<file path="src/rtl/add_compare_monitor_if.sv">
// Stimulus, observation and report signals of the add/compare scoreboard.
// ADDCMP_FIRST_CAPTURE_EN adds the first-mismatch capture signals.
interface add_compare_monitor_if #(
  parameter int W     = 8,
  parameter int DEPTH = 4,
  parameter int CNT_W = 16
);
  localparam int LW = $clog2(DEPTH) + 1;

  logic             in_valid;
  logic             in_ready;
  logic [W-1:0]     a;
  logic [W-1:0]     b;
  logic             cin;
  logic             obs_valid;
  logic [W-1:0]     obs_sum;
  logic             obs_cout;
  logic             clr_stats;
  logic             match_p;
  logic             mismatch_p;
  logic             underflow_p;
  logic             err_sticky;
  logic [CNT_W-1:0] match_cnt;
  logic [CNT_W-1:0] mism_cnt;
  logic [LW-1:0]    level;
`ifdef ADDCMP_FIRST_CAPTURE_EN
  logic [W:0]       first_exp;
  logic [W:0]       first_obs;
  logic [CNT_W-1:0] first_idx;
  logic             first_vld;
`endif

  modport slave (
    input  in_valid, a, b, cin, obs_valid, obs_sum, obs_cout, clr_stats,
    output in_ready, match_p, mismatch_p, underflow_p, err_sticky,
           match_cnt, mism_cnt, level
`ifdef ADDCMP_FIRST_CAPTURE_EN
    , output first_exp, first_obs, first_idx, first_vld
`endif
  );

  modport master (
    output in_valid, a, b, cin, obs_valid, obs_sum, obs_cout, clr_stats,
    input  in_ready, match_p, mismatch_p, underflow_p, err_sticky,
           match_cnt, mism_cnt, level
`ifdef ADDCMP_FIRST_CAPTURE_EN
    , input first_exp, first_obs, first_idx, first_vld
`endif
  );
endinterface

</file>
<file path="src/rtl/add_compare_monitor.sv">
// In-order adder scoreboard: queues golden {cout,sum}, compares observed results 1 cycle after obs beat.
// Stimulus stalls via in_ready when full; obs always accepted. ADDCMP_FIRST_CAPTURE_EN adds first-mismatch capture.
module add_compare_monitor #(
  parameter int W     = 8,
  parameter int DEPTH = 4,
  parameter int CNT_W = 16
) (
  input logic                  clk,
  input logic                  rst_n,
  add_compare_monitor_if.slave mon
);
  localparam int PW = $clog2(DEPTH);
  localparam int LW = PW + 1;
  localparam logic [LW-1:0] FULL = LW'(DEPTH);

  logic [W:0]       mem_q [DEPTH];
  logic [PW-1:0]    wptr_q, wptr_d, rptr_q, rptr_d;
  logic [LW-1:0]    level_q, level_d;
  logic [CNT_W-1:0] match_cnt_q, match_cnt_d, mism_cnt_q, mism_cnt_d;
  logic             err_q, err_d;
  logic             match_p_q, mismatch_p_q, underflow_p_q;
  logic             push, pop, underflow, mism;
  logic [W:0]       exp_w, obs_w, head_w;

  assign exp_w     = {1'b0, mon.a} + {1'b0, mon.b} + {{W{1'b0}}, mon.cin};
  assign obs_w     = {mon.obs_cout, mon.obs_sum};
  assign head_w    = mem_q[rptr_q];
  // Both decisions use the occupancy at cycle start: no bypass either way.
  assign push      = mon.in_valid & (level_q != FULL);
  assign pop       = mon.obs_valid & (level_q != '0);
  assign underflow = mon.obs_valid & (level_q == '0);
  assign mism      = (obs_w !== head_w);

  always_comb begin
    wptr_d      = wptr_q;
    rptr_d      = rptr_q;
    level_d     = level_q;
    match_cnt_d = match_cnt_q;
    mism_cnt_d  = mism_cnt_q;
    err_d       = err_q;
    if (push) wptr_d = wptr_q + 1'b1;
    if (pop)  rptr_d = rptr_q + 1'b1;
    case ({push, pop})
      2'b10:   level_d = level_q + LW'(1);
      2'b01:   level_d = level_q - LW'(1);
      default: level_d = level_q;
    endcase
    if (mon.clr_stats) begin
      match_cnt_d = '0;
      mism_cnt_d  = '0;
      err_d       = 1'b0;
    end else begin
      if (pop && !mism && match_cnt_q != '1) match_cnt_d = match_cnt_q + CNT_W'(1);
      if (pop &&  mism && mism_cnt_q  != '1) mism_cnt_d  = mism_cnt_q  + CNT_W'(1);
      if ((pop && mism) || underflow) err_d = 1'b1;
    end
  end

  always_ff @(posedge clk) begin
    if (!rst_n) begin
      wptr_q        <= '0;
      rptr_q        <= '0;
      level_q       <= '0;
      match_cnt_q   <= '0;
      mism_cnt_q    <= '0;
      err_q         <= 1'b0;
      match_p_q     <= 1'b0;
      mismatch_p_q  <= 1'b0;
      underflow_p_q <= 1'b0;
    end else begin
      wptr_q        <= wptr_d;
      rptr_q        <= rptr_d;
      level_q       <= level_d;
      match_cnt_q   <= match_cnt_d;
      mism_cnt_q    <= mism_cnt_d;
      err_q         <= err_d;
      match_p_q     <= pop & ~mism;
      mismatch_p_q  <= pop & mism;
      underflow_p_q <= underflow;
      if (push) mem_q[wptr_q] <= exp_w;
    end
  end

`ifdef ADDCMP_FIRST_CAPTURE_EN
  logic [W:0]       first_exp_q, first_obs_q;
  logic [CNT_W-1:0] first_idx_q;
  logic             first_vld_q;

  always_ff @(posedge clk) begin
    if (!rst_n || mon.clr_stats) begin
      first_exp_q <= '0;
      first_obs_q <= '0;
      first_idx_q <= '0;
      first_vld_q <= 1'b0;
    end else if (pop && mism && !first_vld_q) begin
      first_exp_q <= head_w;
      first_obs_q <= obs_w;
      first_idx_q <= match_cnt_q + mism_cnt_q;
      first_vld_q <= 1'b1;
    end
  end

  assign mon.first_exp = first_exp_q;
  assign mon.first_obs = first_obs_q;
  assign mon.first_idx = first_idx_q;
  assign mon.first_vld = first_vld_q;
`endif

  // Ready is forced high while reset is held so upstream never sees a stall then.
  assign mon.in_ready    = !rst_n || (level_q != FULL);
  assign mon.level       = level_q;
  assign mon.match_p     = match_p_q;
  assign mon.mismatch_p  = mismatch_p_q;
  assign mon.underflow_p = underflow_p_q;
  assign mon.err_sticky  = err_q;
  assign mon.match_cnt   = match_cnt_q;
  assign mon.mism_cnt    = mism_cnt_q;
endmodule

</file>
<file path="src/flat_wrapper.sv">
// flat-port wrapper written by rule: the top's interface ports become plain ports
module add_compare_monitor_flat 
#(
  parameter int W     = 8,
  parameter int DEPTH = 4,
  parameter int CNT_W = 16
)
  (clk, rst_n, mon_in_valid, mon_a, mon_b, mon_cin, mon_obs_valid, mon_obs_sum, mon_obs_cout, mon_clr_stats, mon_in_ready, mon_match_p, mon_mismatch_p, mon_underflow_p, mon_err_sticky, mon_match_cnt, mon_mism_cnt, mon_level);
  add_compare_monitor_if #(.W(W), .DEPTH(DEPTH), .CNT_W(CNT_W)) mon_i ();
  input logic clk;
  input logic rst_n;
  input wire logic [$bits(mon_i.in_valid)-1:0] mon_in_valid;
  input wire logic [$bits(mon_i.a)-1:0] mon_a;
  input wire logic [$bits(mon_i.b)-1:0] mon_b;
  input wire logic [$bits(mon_i.cin)-1:0] mon_cin;
  input wire logic [$bits(mon_i.obs_valid)-1:0] mon_obs_valid;
  input wire logic [$bits(mon_i.obs_sum)-1:0] mon_obs_sum;
  input wire logic [$bits(mon_i.obs_cout)-1:0] mon_obs_cout;
  input wire logic [$bits(mon_i.clr_stats)-1:0] mon_clr_stats;
  output wire logic [$bits(mon_i.in_ready)-1:0] mon_in_ready;
  output wire logic [$bits(mon_i.match_p)-1:0] mon_match_p;
  output wire logic [$bits(mon_i.mismatch_p)-1:0] mon_mismatch_p;
  output wire logic [$bits(mon_i.underflow_p)-1:0] mon_underflow_p;
  output wire logic [$bits(mon_i.err_sticky)-1:0] mon_err_sticky;
  output wire logic [$bits(mon_i.match_cnt)-1:0] mon_match_cnt;
  output wire logic [$bits(mon_i.mism_cnt)-1:0] mon_mism_cnt;
  output wire logic [$bits(mon_i.level)-1:0] mon_level;
  assign mon_i.in_valid = mon_in_valid;
  assign mon_i.a = mon_a;
  assign mon_i.b = mon_b;
  assign mon_i.cin = mon_cin;
  assign mon_i.obs_valid = mon_obs_valid;
  assign mon_i.obs_sum = mon_obs_sum;
  assign mon_i.obs_cout = mon_obs_cout;
  assign mon_i.clr_stats = mon_clr_stats;
  assign mon_in_ready = mon_i.in_ready;
  assign mon_match_p = mon_i.match_p;
  assign mon_mismatch_p = mon_i.mismatch_p;
  assign mon_underflow_p = mon_i.underflow_p;
  assign mon_err_sticky = mon_i.err_sticky;
  assign mon_match_cnt = mon_i.match_cnt;
  assign mon_mism_cnt = mon_i.mism_cnt;
  assign mon_level = mon_i.level;
  add_compare_monitor #(.W(W), .DEPTH(DEPTH), .CNT_W(CNT_W)) u_core (.clk(clk), .rst_n(rst_n), .mon(mon_i));
endmodule
</file>
<file path="config.mk">
export PLATFORM = sky130hd
export DESIGN_NAME = add_compare_monitor_flat
export DESIGN_NICKNAME = d
export VERILOG_FILES = /design/src/rtl/add_compare_monitor_if.sv /design/src/rtl/add_compare_monitor.sv /design/src/flat_wrapper.sv
export SDC_FILE = /design/constraint.sdc
export NUM_CORES = 1
export LEC_CHECK = 0
export CAP_MARGIN = 10
export CORE_AREA = 2 2 87 89
export CTS_CLUSTER_SIZE = 8
export DETAILED_ROUTE_END_ITERATION = 8
export DIE_AREA = 0 0 89 91
export PLACE_DENSITY = 0.82
export SYNTH_ARGS = -nofsm -noshare
export SYNTH_HDL_FRONTEND = slang
export SYNTH_SLANG_ARGS = --single-unit
</file>
<file path="constraint.sdc">
create_clock -name clk -period 5.4 [get_ports clk]
set_input_delay 1.08 -clock clk [delete_from_list [all_inputs] [get_ports clk]]
set_output_delay 1.08 -clock clk [all_outputs]
set_load 0.01 [all_outputs]
</file>
==> run_results.csv <==
group,metric,value,unit
sta,fin_crit_sh,0.683,
finish,instances_no_fill,535,
finish,stdcell_area,4860,sq um
pwr,ir_drop,177,uV
routing,drt-initial-drc-count,132,
synthesis,synth.area.top_cells,"edfxtp_1, dfxtp_1, ha_1",
synthesis,netlist.area_leader.share,0.279,
global_routing,grt_pass1_wl,12800,um
synthesis,yosys.area_share.simple,0.162,
synthesis,synthXorXnorAreaFrac,0.0746,
clocking,cts_tree,"done",
setup_path,path_delay_family,"simple AND/OR/NAND/NOR gates",
outcome,outcome,"finished clean",
synthesis,synth_top_family_by_area,"simple AND/OR/NAND/NOR gates",
setup_path,crit_start,"mon_obs_sum[6]",
pwr,power,1.54,mW
clocking,clock_path_buffers,2,
floorplanning,start_util,0.543,
floorplanning,die_h,91,um
finish,drive_above_1_share,0.0596,
clocking,cts_resized,0,
synthesis,synth_top_cell_by_area,"edfxtp_1",
routing,vias,2964,
place,dp_hpwl,5810,um
clocking,cts.sinks,81,
synthesis,synth_compound_area_frac,0.104,
floorplanning,core,7140,sq um
sta,clock_skew,0.00741,ns
global_routing,grt_overflow,0,
routing,via_per_inst,5.54,
routing,post_drt_wl_per_cell,14.8,um
clocking,clock_latency,0.35,ns
clocking,cts_setup_buffers,0,
synthesis,syn_area_per_cell,10.7,sq um
clocking,cts-root-buf,"clkbuf_8",
worst_hold_path,hold_class,"reg -> reg",
setup_path,cp-endpoint,"u_core.mon.match_cnt[13]",
synthesis,synth.ff_latch_count,81,
sta,hold_slack,0.451,ns
setup_path,crit_path_start_kind,"input port",
clocking,clkTransAtPathRegs,0.09,ns
setup_path,critPathMaxStageDelay,0.69,ns
routing,drt-total-wl,7900,um
floorplanning,pin_count,71,
synthesis,synth_edf_count,36,
synthesis,seq_area_frac_synth,0.511,
setup_path,worstPathRequired,5.69,ns
synthesis,synthFlopType,"dfxtp_1",
synthesis,syn_nets,409,
place,portBuffers,70,
synthesis,synth_async_sr_flop_share,0,
run,cap_viol_max_count,0,
place,dp_cells,519,
synthesis,synth_mux_area_frac,0.0568,
global_routing,grt_max_degree,26,
routing,first_pass_iters,4,
floorplanning,std_cell_rows,31,
sta,hold_viol,0,
place,place_area,4660,sq um
sta,maxSlewViolCount,0,
routing,antenna_left,0,
setup_path,end_kind,"register",
place,gp_congestion,0.779,
floorplanning,die_area,8100,sq um
finish,area_delta_synth_final,25.4,%
sta,tightest_slew,0.795,ns
sta,setup_viol,0,
sta,relSlewSlack,0.469,
setup_path,crit_buf_inv,1,
sta,rsz0062_at_grt,"false",
clocking,postCtsHoldBufs,0,
synthesis,netlist_area,3870,sq um
setup_path,crit_fanout,13,
sta,layout_setup_ws,1.71,ns
synthesis,synth_cell_type_count,45,
setup_path,cp_common_cell,"or4_1",
setup_path,crit_arrival,3.97,ns
synthesis,yosys_warnings,0,
setup_path,crit_chain,"clkdlybuf4s50_1 -> xnor2_1 -> or4_1 -> a2111o_1 -> or4_1 -> or3_1 -> a21oi_1",
synthesis,synth-adder-area-share,0.0607,
sta,setup_tns,0,ns
setup_path,r2r-end,"u_core.mon.match_cnt[13]",
setup_path,crit_type,"in -> reg",
floorplanning,die_w,89,um
pwr,leakagePower,1.67,nW
clocking,cts_buffers,9,
synthesis,syn_inst,361,
worst_hold_path,holdPathStages,2,
sta,fin_crit,3.69,ns
setup_path,slowest_stage,"or4_1",
finish,diodes,0,
finish,utilization,0.681,
global_routing,grt_pass1_vias,2737,
clocking,htreeDepth,3,
setup_path,ff2ff_path_depth,7,
place,dp_slack,1.33,ns
finish,nNetsFinal,479,
global_routing,grt.total_usage,0.206,
setup_path,rrSetupSlack,1.75,ns
setup_path,path_depth,7,
routing,drcViolationCount,0,
pwr,p_per_area,317,nW/um^2
global_routing,antenna_found_initial,0,
sta,timing.fmax,271,MHz
-- report_power, final --
| group | total [mW] | switching [mW] | leakage [nW] | internal, mW |
|---|---|---|---|---|
| sequential | 0.745 | 0.0469 | 0.691 | 0.699 |
| clock | 0.447 | 0.230 | 0.0960 | 0.217 |
| combinational | 0.346 | 0.175 | 0.886 | 0.171 |
-- layout by cell type, fill, tap and decap left out, drive strengths merged, types with 10 or more instances in the layout --
| cell | count |
|---|---|
| nor3 | 10 |
| clkdlybuf4s50 | 70 |
| inv | 16 |
| dfxtp | 45 |
| and3 | 10 |
| mux2i | 13 |
| nor2 | 22 |
| nand2 | 25 |
| o21ai | 18 |
| xor2 | 15 |
| edfxtp | 36 |
| ha | 14 |
| xnor2 | 18 |
| a21oi | 20 |
-- worst reg2reg max path, stage by stage, from the launching register on --
cell and delay, ns:
dfxtp_1 0.84, mux2i_1 0.34, xnor2_1 0.09, or4_1 0.50, a2111o_1 0.58, or4_1 0.69
or3_1 0.39, a21oi_1 0.15
-- per-layer routing --
metal / part of all wire / up-vias / wire length (um) / GRT usage
met5: 0 / - / 0 / 0
met3: 0.047 / 11 / 368 / 0.0355
li1: - / 1443 / - / -
met4: 0.020 / 0 / 160 / 0.0796
met2: 0.52 / 87 / 4070 / 0.349
met1: 0.42 / 1423 / 3300 / 0.258
-- cells by family (layout without fill, tap and decap cells) --
family | after synthesis | in the layout
buffers and inverters | 28 | 103
DFF | 81 | 81
muxes | 17 | 17
adders and majority gates | 17 | 17
AOI/OAI and AO/OA | 65 | 65
xor gates and xnor gates | 33 | 33
and+or+nand+nor | 120 | 120
-- synth_stat cells (3+ instances only) --
cell type / n
dfxtp_1: 45
edfxtp_1: 36
nand2_1: 25
nor2_1: 22
a21oi_1: 20
xnor2_1: 18
o21ai_0: 17
inv_1: 15
xor2_1: 15
ha_1: 14
mux2i_1: 13
and3_1: 10
and2_1: 9
nand3_1: 9
nor3_1: 9
or3_1: 9
or4_1: 9
clkbuf_1: 8
nand4_1: 6
a31oi_1: 5
mux4_2: 4
o31ai_1: 4
a41o_1: 3
fa_1: 3
nand2b_1: 3
nor2b_1: 3
o211ai_1: 3
-- flip-flops by register name, summed over array words and instances (netlist names), named ones only --
| signal | cells |
|---|---|
| u_core.mem_q | 36 |
| u_core.mon.match_cnt | 16 |
| u_core.mon.mism_cnt | 16 |
| u_core.mon.level | 3 |
| u_core.rptr_q | 2 |
| u_core.wptr_q | 2 |
| u_core.mon.err_sticky | 1 |
| u_core.mon.match_p | 1 |
| u_core.mon.mismatch_p | 1 |
| u_core.mon.underflow_p | 1 |
-- cell type report --
class,instances,area (sq um)
Clock buffer,9,124
Clock inverter,7,80.1
Fill cell,585,2280
Tap cell,99,124
Sequential cell,81,1980
Inverter,15,56.3
Multi-Input combinational cell,252,1780
Timing Repair Buffer,72,716
-- worst min-delay path by stage --
stage / slack (ns) / endpoint / startpoint
floorplan: 0.47 / u_core.mon.err_sticky / u_core.mon.err_sticky
global placement: 0.44 / u_core.mon.err_sticky / u_core.mon.err_sticky
detailed placement: 0.45 / u_core.mon.err_sticky / u_core.mon.err_sticky
CTS: 0.46 / u_core.mon.err_sticky / u_core.mon.err_sticky
global route: 0.49 / u_core.mon.err_sticky / u_core.mon.err_sticky
finish: 0.45 / u_core.mon.err_sticky / u_core.mon.err_sticky
Note: power is estimated with default switching activity, not from simulation.
